### src/rtl/dpram_fifo_ctrl.sv
// FIFO controller for an external registered-read dual-port RAM, with a two-entry output buffer.
// Optional sticky overflow/underflow flags are built only when DPRAM_FIFO_ERR_FLAG_EN is defined.
module dpram_fifo_ctrl #(
  parameter int ADDR_WIDTH = 5,
  parameter int DATA_WIDTH = 32
) (
  input  logic                  clk,
  input  logic                  sync_reset,
  input  logic                  push,
  input  logic [DATA_WIDTH-1:0] push_data,
  output logic                  full,
  output logic                  dout_valid,
  output logic [DATA_WIDTH-1:0] dout,
  input  logic                  dout_ready,
  output logic [ADDR_WIDTH+1:0] level,
  output logic                  overflow,
  output logic                  underflow,
  output logic [ADDR_WIDTH-1:0] ram_waddr,
  output logic [ADDR_WIDTH-1:0] ram_raddr,
  output logic [DATA_WIDTH-1:0] ram_din,
  output logic                  ram_write_en,
  input  logic [DATA_WIDTH-1:0] ram_dout
);

  localparam logic [ADDR_WIDTH:0] DEPTH_CNT = {1'b1, {ADDR_WIDTH{1'b0}}};

  logic [ADDR_WIDTH-1:0] wptr, rptr, raddr_hold;
  logic [ADDR_WIDTH:0]   ram_count, ram_count_nxt;
  logic                  pending;
  logic                  head_valid, skid_valid;
  logic [DATA_WIDTH-1:0] head_data, skid_data;
  logic                  head_valid_nxt, skid_valid_nxt;
  logic [DATA_WIDTH-1:0] head_data_nxt, skid_data_nxt;
  logic [ADDR_WIDTH+1:0] level_q, level_nxt;
  logic                  full_i, accept, pop, issue;
  logic [2:0]            slots_after_pop;
  logic [ADDR_WIDTH-1:0] raddr_i;

  assign full_i = (ram_count == DEPTH_CNT);
  assign accept = push & ~full_i & ~sync_reset;
  assign pop    = head_valid & dout_ready & ~sync_reset;

  // Buffer slots still claimed after this cycle's pop; a pop implies head_valid, so no wrap.
  assign slots_after_pop = {2'b00, head_valid} + {2'b00, skid_valid} + {2'b00, pending}
                         - {2'b00, pop};
  assign issue = (ram_count != '0) & (slots_after_pop < 3'd2) & ~sync_reset;

  assign raddr_i = issue ? rptr : raddr_hold;

  always_comb begin
    ram_count_nxt = ram_count;
    case ({accept, issue})
      2'b10:   ram_count_nxt = ram_count + 1'b1;
      2'b01:   ram_count_nxt = ram_count - 1'b1;
      default: ram_count_nxt = ram_count;
    endcase
  end

  always_comb begin
    head_valid_nxt = head_valid;
    head_data_nxt  = head_data;
    skid_valid_nxt = skid_valid;
    skid_data_nxt  = skid_data;
    if (pop) begin
      head_valid_nxt = skid_valid;
      head_data_nxt  = skid_data;
      skid_valid_nxt = 1'b0;
    end
    // Returning RAM word lands in the first entry left free after the pop shift.
    if (pending) begin
      if (!head_valid_nxt) begin
        head_valid_nxt = 1'b1;
        head_data_nxt  = ram_dout;
      end else begin
        skid_valid_nxt = 1'b1;
        skid_data_nxt  = ram_dout;
      end
    end
  end

  always_comb begin
    level_nxt = {1'b0, ram_count_nxt}
              + {{(ADDR_WIDTH+1){1'b0}}, head_valid_nxt}
              + {{(ADDR_WIDTH+1){1'b0}}, skid_valid_nxt}
              + {{(ADDR_WIDTH+1){1'b0}}, issue};
  end

  always_ff @(posedge clk) begin
    if (sync_reset) begin
      wptr       <= '0;
      rptr       <= '0;
      raddr_hold <= '0;
      ram_count  <= '0;
      pending    <= 1'b0;
      head_valid <= 1'b0;
      skid_valid <= 1'b0;
      head_data  <= '0;
      skid_data  <= '0;
      level_q    <= '0;
    end else begin
      if (accept) wptr <= wptr + 1'b1;
      if (issue)  rptr <= rptr + 1'b1;
      raddr_hold <= raddr_i;
      ram_count  <= ram_count_nxt;
      pending    <= issue;
      head_valid <= head_valid_nxt;
      head_data  <= head_data_nxt;
      skid_valid <= skid_valid_nxt;
      skid_data  <= skid_data_nxt;
      level_q    <= level_nxt;
    end
  end

  // Outputs are forced to their idle values for the whole reset cycle, not just after it.
  assign full         = full_i & ~sync_reset;
  assign dout_valid   = head_valid & ~sync_reset;
  assign dout         = sync_reset ? '0 : head_data;
  assign level        = sync_reset ? '0 : level_q;
  assign ram_write_en = accept;
  assign ram_waddr    = sync_reset ? '0 : wptr;
  assign ram_din      = push_data;
  assign ram_raddr    = sync_reset ? '0 : raddr_i;

`ifdef DPRAM_FIFO_ERR_FLAG_EN
  logic overflow_q, underflow_q;

  always_ff @(posedge clk) begin
    if (sync_reset) begin
      overflow_q  <= 1'b0;
      underflow_q <= 1'b0;
    end else begin
      if (push & full_i)            overflow_q  <= 1'b1;
      if (dout_ready & ~head_valid) underflow_q <= 1'b1;
    end
  end

  assign overflow  = overflow_q;
  assign underflow = underflow_q;
`else
  assign overflow  = 1'b0;
  assign underflow = 1'b0;
`endif

endmodule

### config.mk
export PLATFORM = sky130hd
export DESIGN_NAME = dpram_fifo_ctrl
export DESIGN_NICKNAME = d
export VERILOG_FILES = /design/src/rtl/dpram_fifo_ctrl.sv
export SDC_FILE = /design/constraint.sdc
export NUM_CORES = 1
export LEC_CHECK = 0
export BUFFER_PORTS_ARGS = -buffer_cell sky130_fd_sc_hd__clkbuf_2
export CAP_MARGIN = 20
export CELL_PAD_IN_SITES_DETAIL_PLACEMENT = 1
export CELL_PAD_IN_SITES_GLOBAL_PLACEMENT = 2
export CORE_UTILIZATION = 28
export CTS_CLUSTER_SIZE = 40
export DETAILED_ROUTE_END_ITERATION = 12
export GPL_TIMING_DRIVEN = 0
export PLACE_DENSITY_LB_ADDON = 0.1
export SETUP_SLACK_MARGIN = 0.15
export SLEW_MARGIN = 15
export SYNTH_ARGS = -nofsm -noshare
export SYNTH_HDL_FRONTEND = slang
export SYNTH_SLANG_ARGS = --single-unit
### constraint.sdc
create_clock -name clk -period 6.36 [get_ports clk]
set_clock_uncertainty 0.15 [all_clocks]
set_input_delay 0.636 -clock clk [delete_from_list [all_inputs] [get_ports clk]]
set_output_delay 0.636 -clock clk [all_outputs]
set_load 0.01 [all_outputs]
==> impl_metrics.yaml, run 1 <==
synth:
  ys.flop_type: "dfxtp_1"
  yosysWarningCount: 0
  synth-simple-area-share_pct: 28.2
  yosysSeqAreaShare_pct: 40.7
  yosys.area.top_type_share_pct: 40.7
  synth_top_area_cell: "dfxtp_1"
  synth_edf_count: 0
  synth.avg_cell_area_sq_um: 8.03
  synth_cell_types: 48
  muxShareOfSynthArea_pct: 0.750
  synth_xor_area_share_pct: 2.25
  synth_async_sr_flop_share_pct: 0
  synth.area.top_cells: "dfxtp_1 (41%), nand2_1 (11%), nor2b_1 (6.6%), buf_4 (6.1%), a311oi_1 (6.0%)"
  synth_seq_cells: 95
  synth_cells: 582
  synth_compound_area_share_pct: 13.3
  synth_top_family_by_area: "simple AND/OR/NAND/NOR gates"
  synth_fa_ha_area_share_pct: 4.23
  syn_area_sq_um: 4670
pwr:
  p_leak_nw: 2.46
  power.density_nw_per_um2: 355
  irDropWorstVdd_v: 0.000149
placed_design:
  dp.cells: 917
  port-buffer-count: 118
  dp_hpwl_um: 10500
  gp_congestion: 0.780
  placed_area_sq_um: 5540
sta:
  grt_setup_unrepaired: "false"
  finalSetupViolCount: 0
  fin_tns_setup_ns: 0
  hold_violations: 0
  layout_worst_path_cycle_share_pct: 86.7
  period_minus_slack_ns: 5.52
  hold_ws_ns: 0.307
  worst_pin_slew_ns: 0.613
  slew_headroom_pct: 59.1
  clock.fmax_mhz: 181
  finalMaxSlewViolations: 0
clock_network:
  cts_buffers: 9
  cts_htree_levels: 3
  cts-root-buf: "clkbuf_16"
  hold_buffers: 0
  clkLatencyLatePin_ns: 0.35
  cts_tree: "built"
  clock-sinks: 95
  post_cts_resized: 0
  clkTransAtPathRegs_ns: 0.06
  cts_buffer_depth: 2
  cts_setup_buffers: 0
grt:
  grt_pass1_wl_um: 23000
  grt-ovfl-total: 0
  antenna_found_initial: 0
  grt_max_degree: 14
  grt_usage_pct: 17.0
  grt_pass1_vias: 4404
die:
  rows: 46
  core_area_sq_um: 16100
  die-area_sq_um: 17200
  start_util_pct: 29.1
  die_h_um: 131
  ios: 154
  chipWidth_um: 131
detailed_routing:
  drc_errors: 0
  wire_per_inst_um: 15.3
  drt-vias-per-instance: 4.67
  antenna_left: 0
  drt_first_pass_iters: 4
  vias: 4346
  routed_wl_um: 14300
  drt_iter0_markers: 176
setup_path:
  cpMostUsedCell: "ha_1"
  worstPathCellList: "buf_2 > or3_1 > buf_2 > inv_2 > buf_4 > ha_1 > inv_1 > ha_1 > a21oi_1 > xnor2_1 > nor3_2 > buf_2 > ha_1 > buf_4 > xor2_1 > fa_1 > inv_1 > ha_1 > fa_1 > nor3b_1 > xor2_1 > nor2_1"
  cpPeakStageDelay_ns: 0.55
  crit_fanout: 10
  required_ns: 6.43
  end_kind: "register"
  critPathSlowestCell: "fa_1"
  crit_type: "primary input to register"
  startpoint_type: "primary input"
  worstPathArrival_ns: 5.58
status:
  status: "complete, no violations"
cells_and_area:
  final_cell_count_no_fill: 931
  area_growth_syn_to_layout_pct: 24.5
  final_core_util_pct: 36.2
  final_area_sq_um: 5820
  fillers: 2026
  antennaDiodeCount: 0
  post_route_cells_drive_above_1_share_pct: 27.3
  mostFrequentLayoutCells: "nand2_1 (141), clkbuf_2 (118), dfxtp_1 (95)"
  layout_commonest_cell: "nand2_1"
  nNetsFinal: 794
worst_hold_path:
  min_path_type: "register to register"
run:
  max-cap-violations: 0
metrics by stage:
step	total power, mW	worst slack [ns]
after floorplan	1.31	1.10
after global placement	1.52	0.423
after detailed placement	1.55	0.426
after CTS	2.10	0.789
after global routing	2.21	0.489
final	2.06	0.845
logic make-up (layout without fill, tap and decap cells):
group / after synthesis / after routing
compound gates: 89 / 89
xor+xnor: 12 / 12
fa+ha+maj: 14 / 14
buf+inv: 87 / 219
flops: 95 / 95
mux: 3 / 3
other cells: 1 / 2
simple gates: 281 / 281
power breakdown:
part / total, mW / switching (mW) / internal [mW] / leakage (nW)
Clock: 0.543 / 0.231 / 0.312 / 0.136
Combinational: 0.755 / 0.450 / 0.304 / 1.55
Sequential: 0.766 / 0.0608 / 0.706 / 0.774
Total: 2.06 / 0.742 / 1.32 / 2.46
synth_stat cells, drive strengths merged (10+ instances only):
library cell and number:
clkbuf 19, ha 11, inv 14, buf 54, nor2 54, dfxtp 95, nand2 141, nor2b 49
a311oi 32, a21oi 41, xor2 10
final timing paths:
path,slack (ns),from,depth (start not counted),to
worst max-delay path,0.84,sync_reset,22,level_q[4]$_SDFF_PP0_
worst min-delay path,0.31,skid_data[19]$_SDFFE_PP0P_,2,skid_data[19]$_SDFFE_PP0P_
worst max register to register,0.97,head_valid$_SDFF_PP0_,22,level_q[4]$_SDFF_PP0_
worst min register to register,0.31,skid_data[19]$_SDFFE_PP0P_,2,skid_data[19]$_SDFFE_PP0P_
final cells by class:
type	count	area (sq um)	area share (%)
plain buffers	73	434	7.46
clock buffers	13	250	4.30
clock inverters	1	30.0	0.516
inverters	14	52.6	0.903
multi-input cells	401	2290	39.3
flip-flops and latches	95	1900	32.7
well taps	216	270	4.65
repair buffers	118	591	10.2
registers in the layout, indices dropped and copies added (netlist names):
name	count
head_data	32
head_valid	1
level_q	7
pending	1
raddr_hold	5
ram_count	6
rptr	5
skid_data	32
skid_valid	1
wptr	5
per-layer routing:
metal  global-route usage, %  wire, um
met5                       0         0
met4                    7.12       272
met3                    2.93       538
met2                    28.8      6820
met1                    21.2      6620
critical path: cells and delay by family:
kind | cells | cell delay [ns]
fa+ha+maj | 6 | 2.02
buf+inv | 8 | 1.28
compound gates | 1 | 0.18
xor+xnor | 3 | 0.47
simple gates | 4 | 0.98
Note: power is estimated with default switching activity, not from simulation.
==> inputs of run 2 (changes only) <==
--- a/config.mk
+++ b/config.mk
@@ -5,11 +5,12 @@
 export SDC_FILE = /design/constraint.sdc
 export NUM_CORES = 1
 export LEC_CHECK = 0
+export ABC_AREA = 1
 export BUFFER_PORTS_ARGS = -buffer_cell sky130_fd_sc_hd__clkbuf_2
 export CAP_MARGIN = 20
 export CELL_PAD_IN_SITES_DETAIL_PLACEMENT = 1
 export CELL_PAD_IN_SITES_GLOBAL_PLACEMENT = 2
-export CORE_UTILIZATION = 28
+export CORE_UTILIZATION = 27
 export CTS_CLUSTER_SIZE = 40
 export DETAILED_ROUTE_END_ITERATION = 12
 export GPL_TIMING_DRIVEN = 0
==> run 2 against run 1 <==
Compared with the run above:
- die area rose by 3.5%
- sequential share of layout area fell by 0.16 points
- clock-buffer cell count fell by 1
- sequential power increased by 5.4%
- utilization fell by 1.2 points
- critical path depth up 2
- area after synthesis shrank 0.19%
- cell count up 10%
- wire length rose by 4.1%
- worst hold slack improved by 0.0042 ns
- non-clock buffer count fell by 1
==> impl_metrics.yaml, run 2 <==
setup_path:
  crit_fanout: 10
  crit_path_start: "sync_reset"
  cpPeakStageDelay_ns: 0.48
  required_ns: 6.46
  startpoint_type: "primary input"
  worstPathCellList: "clkbuf_2 > nor2_4 > clkbuf_1 > ha_1 > inv_1 > ha_1 > a21oi_2 > xor2_1 > nand3_2 > clkinv_1 > ha_1 > inv_1 > fa_1 > nand2_1 > o21ai_0 > inv_1 > ha_1 > a21oi_1 > a21oi_1 > nand3_1 > nor2_1 > nand2_1 > nand2_1 > nor2_1"
  crit_end: "level_q[5]$_SDFF_PP0_"
  reg2reg_from: "head_valid$_SDFF_PP0_"
  cpMostUsedCell: "ha_1"
  critPathSlowestCell: "fa_1"
  end_kind: "register"
  ff2ff_path_depth: 24
  crit_type: "primary input to register"
  worstPathArrival_ns: 5.37
  regToRegEndpoint: "level_q[5]$_SDFF_PP0_"
  ff2ff_setup_slack_ns: 1.09
synth:
  synth_edf_count: 0
  yosys.area.top_type_share_pct: 40.8
  synth_top_area_cell: "dfxtp_1"
  synth.avg_cell_area_sq_um: 6.97
  synth_seq_cells: 95
  yosysSeqAreaShare_pct: 40.8
  synthTopCellsByCount: "nand2_1 (135), dfxtp_1 (95), nor2_1 (90), inv_1 (68), nand3_1 (53)"
  synth.area.top_cells: "dfxtp_1 (41%), nand2_1 (11%), nor2_1 (7.2%), buf_4 (6.0%), nand3_1 (5.7%)"
  syn_area_sq_um: 4660
  synth_async_sr_flop_share_pct: 0
  yosysWarningCount: 0
  synth_cells: 669
  synth_cell_types: 28
  ys.flop_type: "dfxtp_1"
  synth_most_common_cell: "nand2_1"
clock_network:
  cts-root-buf: "clkbuf_16"
  clock-sinks: 95
  clkTransAtPathRegs_ns: 0.07
  cts_buffer_depth: 2
  hold_buffers: 0
  cts_setup_buffers: 0
  cts_htree_levels: 3
  cts_buffers: 9
  cts_tree: "built"
  clkLatencyLatePin_ns: 0.35
  post_cts_resized: 0
detailed_routing:
  drc_errors: 0
  antenna_left: 0
  drt_first_pass_iters: 4
  drt_iter0_markers: 185
  wire_per_inst_um: 14.5
  drt-vias-per-instance: 4.54
  routed_wl_um: 14800
  vias: 4653
cells_and_area:
  nNetsFinal: 882
  antennaDiodeCount: 0
  area_growth_syn_to_layout_pct: 25.4
  register_area_sq_um: 1900
  fillers: 2191
  layout_commonest_cell: "nand2_1"
  post_route_cells_drive_above_1_share_pct: 23.1
  mostFrequentLayoutCells: "nand2_1 (135), clkbuf_2 (119), dfxtp_1 (95)"
  reg_top3: "head_data (32), skid_data (32), level_q (7)"
  multi_input_area_sq_um: 2080
  final_area_sq_um: 5850
sta:
  finalMaxSlewViolations: 0
  finalSetupViolCount: 0
  hold_violations: 0
  period_minus_slack_ns: 5.28
  fin_tns_setup_ns: 0
  hold_ws_ns: 0.311
  setup_slack_ns: 1.08
  worst_pin_slew_ns: 0.622
  grt_setup_unrepaired: "false"
  slew_headroom_pct: 58.5
  clock.fmax_mhz: 190
  layout_worst_path_cycle_share_pct: 82.9
pwr:
  irDropWorstVdd_v: 0.000164
  power.density_nw_per_um2: 388
  p_leak_nw: 2.62
grt:
  grt_usage_pct: 17.4
  grt_pass1_wl_um: 24300
  grt_max_degree: 16
  grt-ovfl-total: 0
  grt_pass1_vias: 4797
  antenna_found_initial: 0
die:
  ios: 154
  rows: 47
  die-area_sq_um: 17800
  start_util_pct: 27.9
  chipWidth_um: 133
  core_area_sq_um: 16700
  die_h_um: 133
status:
  status: "complete, no violations"
placed_design:
  dp_hpwl_um: 11300
  post-place-ws_ns: 0.606
  placed_area_sq_um: 5540
  port-buffer-count: 119
  gp_congestion: 0.765
worst_hold_path:
  min_path_type: "register to register"
  hold_depth: 2
run:
  max-cap-violations: 0
[run 2: cell count changes after synthesis, sizes merged, moves of 5 or more]
cell | previous run | this run
a311oi | 32 | 0
nand2 | 141 | 136
a21oi | 41 | 48
clkbuf | 19 | 24
nor4 | 5 | 0
a31oi | 0 | 23
nor2 | 54 | 91
inv | 14 | 71
nand2b | 8 | 0
o21ai | 6 | 50
nand3 | 1 | 54
nor2b | 49 | 0
buf | 54 | 47
[run 2: cells by family after synthesis]
logic type,after synthesis,share of synthesized area (%)
and+or+nand+nor,288,25.2
buffers and inverters,144,14.8
AOI/OAI and AO/OA,121,13.8
DFF,95,40.8
adders and majority gates,14,4.24
xor gates and xnor gates,6,1.13
other,1,0.0804
[run 2: critical path: cells and delay by family]
family                     cells  cell delay [ns]
adders and majority gates      5             1.69
buffers and inverters          6             1.17
and+or+nand+nor                8             1.06
AOI/OAI and AO/OA              4             0.49
xor gates and xnor gates       1             0.30
[run 2: worst min-delay path by stage]
stage / startpoint / to
5_1_grt: skid_data[11]$_SDFFE_PP0P_ / skid_data[11]$_SDFFE_PP0P_
3_5_place_dp: skid_data[28]$_SDFFE_PP0P_ / skid_data[28]$_SDFFE_PP0P_
3_3_place_gp: skid_data[27]$_SDFFE_PP0P_ / skid_data[27]$_SDFFE_PP0P_
2_1_floorplan: skid_data[18]$_SDFFE_PP0P_ / skid_data[18]$_SDFFE_PP0P_
6_report: skid_data[28]$_SDFFE_PP0P_ / skid_data[28]$_SDFFE_PP0P_
4_1_cts: skid_data[28]$_SDFFE_PP0P_ / skid_data[28]$_SDFFE_PP0P_
[run 2: routing by layer]
metal | vias up | track usage, % | part of all wire [%]
met1 | 2180 | 20.7 | 44
met2 | 107 | 31.3 | 50
met3 | 13 | 3.65 | 4.5
met5 | - | 0 | 0
met4 | 0 | 5.18 | 1.1
li1 | 2353 | - | -
[run 2: area by class of cell]
class / count / share of cell area, %
multi-input cells: 431 / 35.5
flip-flops and latches: 95 / 32.5
repair buffers: 119 / 10.2
plain buffers: 71 / 7.08
well taps: 220 / 4.71
inverters: 73 / 4.69
clock buffers: 12 / 4.39
clock inverters: 4 / 0.878
[run 2: power by group]
part | internal (mW) | total [mW] | switching [mW]
Clock | 0.327 | 0.569 | 0.242
Combinational | 0.308 | 0.894 | 0.586
Sequential | 0.736 | 0.807 | 0.0714
Total | 1.37 | 2.27 | 0.900
[run 2: stage by stage]
step / util (%) / std cells / total power, mW
CTS: 35.0 / 1025 / 2.31
global route: 35.0 / 1025 / 2.47
floorplan: - / 670 / 1.43
global placement: 33.2 / 1009 / 1.70
finish: 35.0 / 1025 / 2.27
detailed placement: 33.2 / 1009 / 1.73
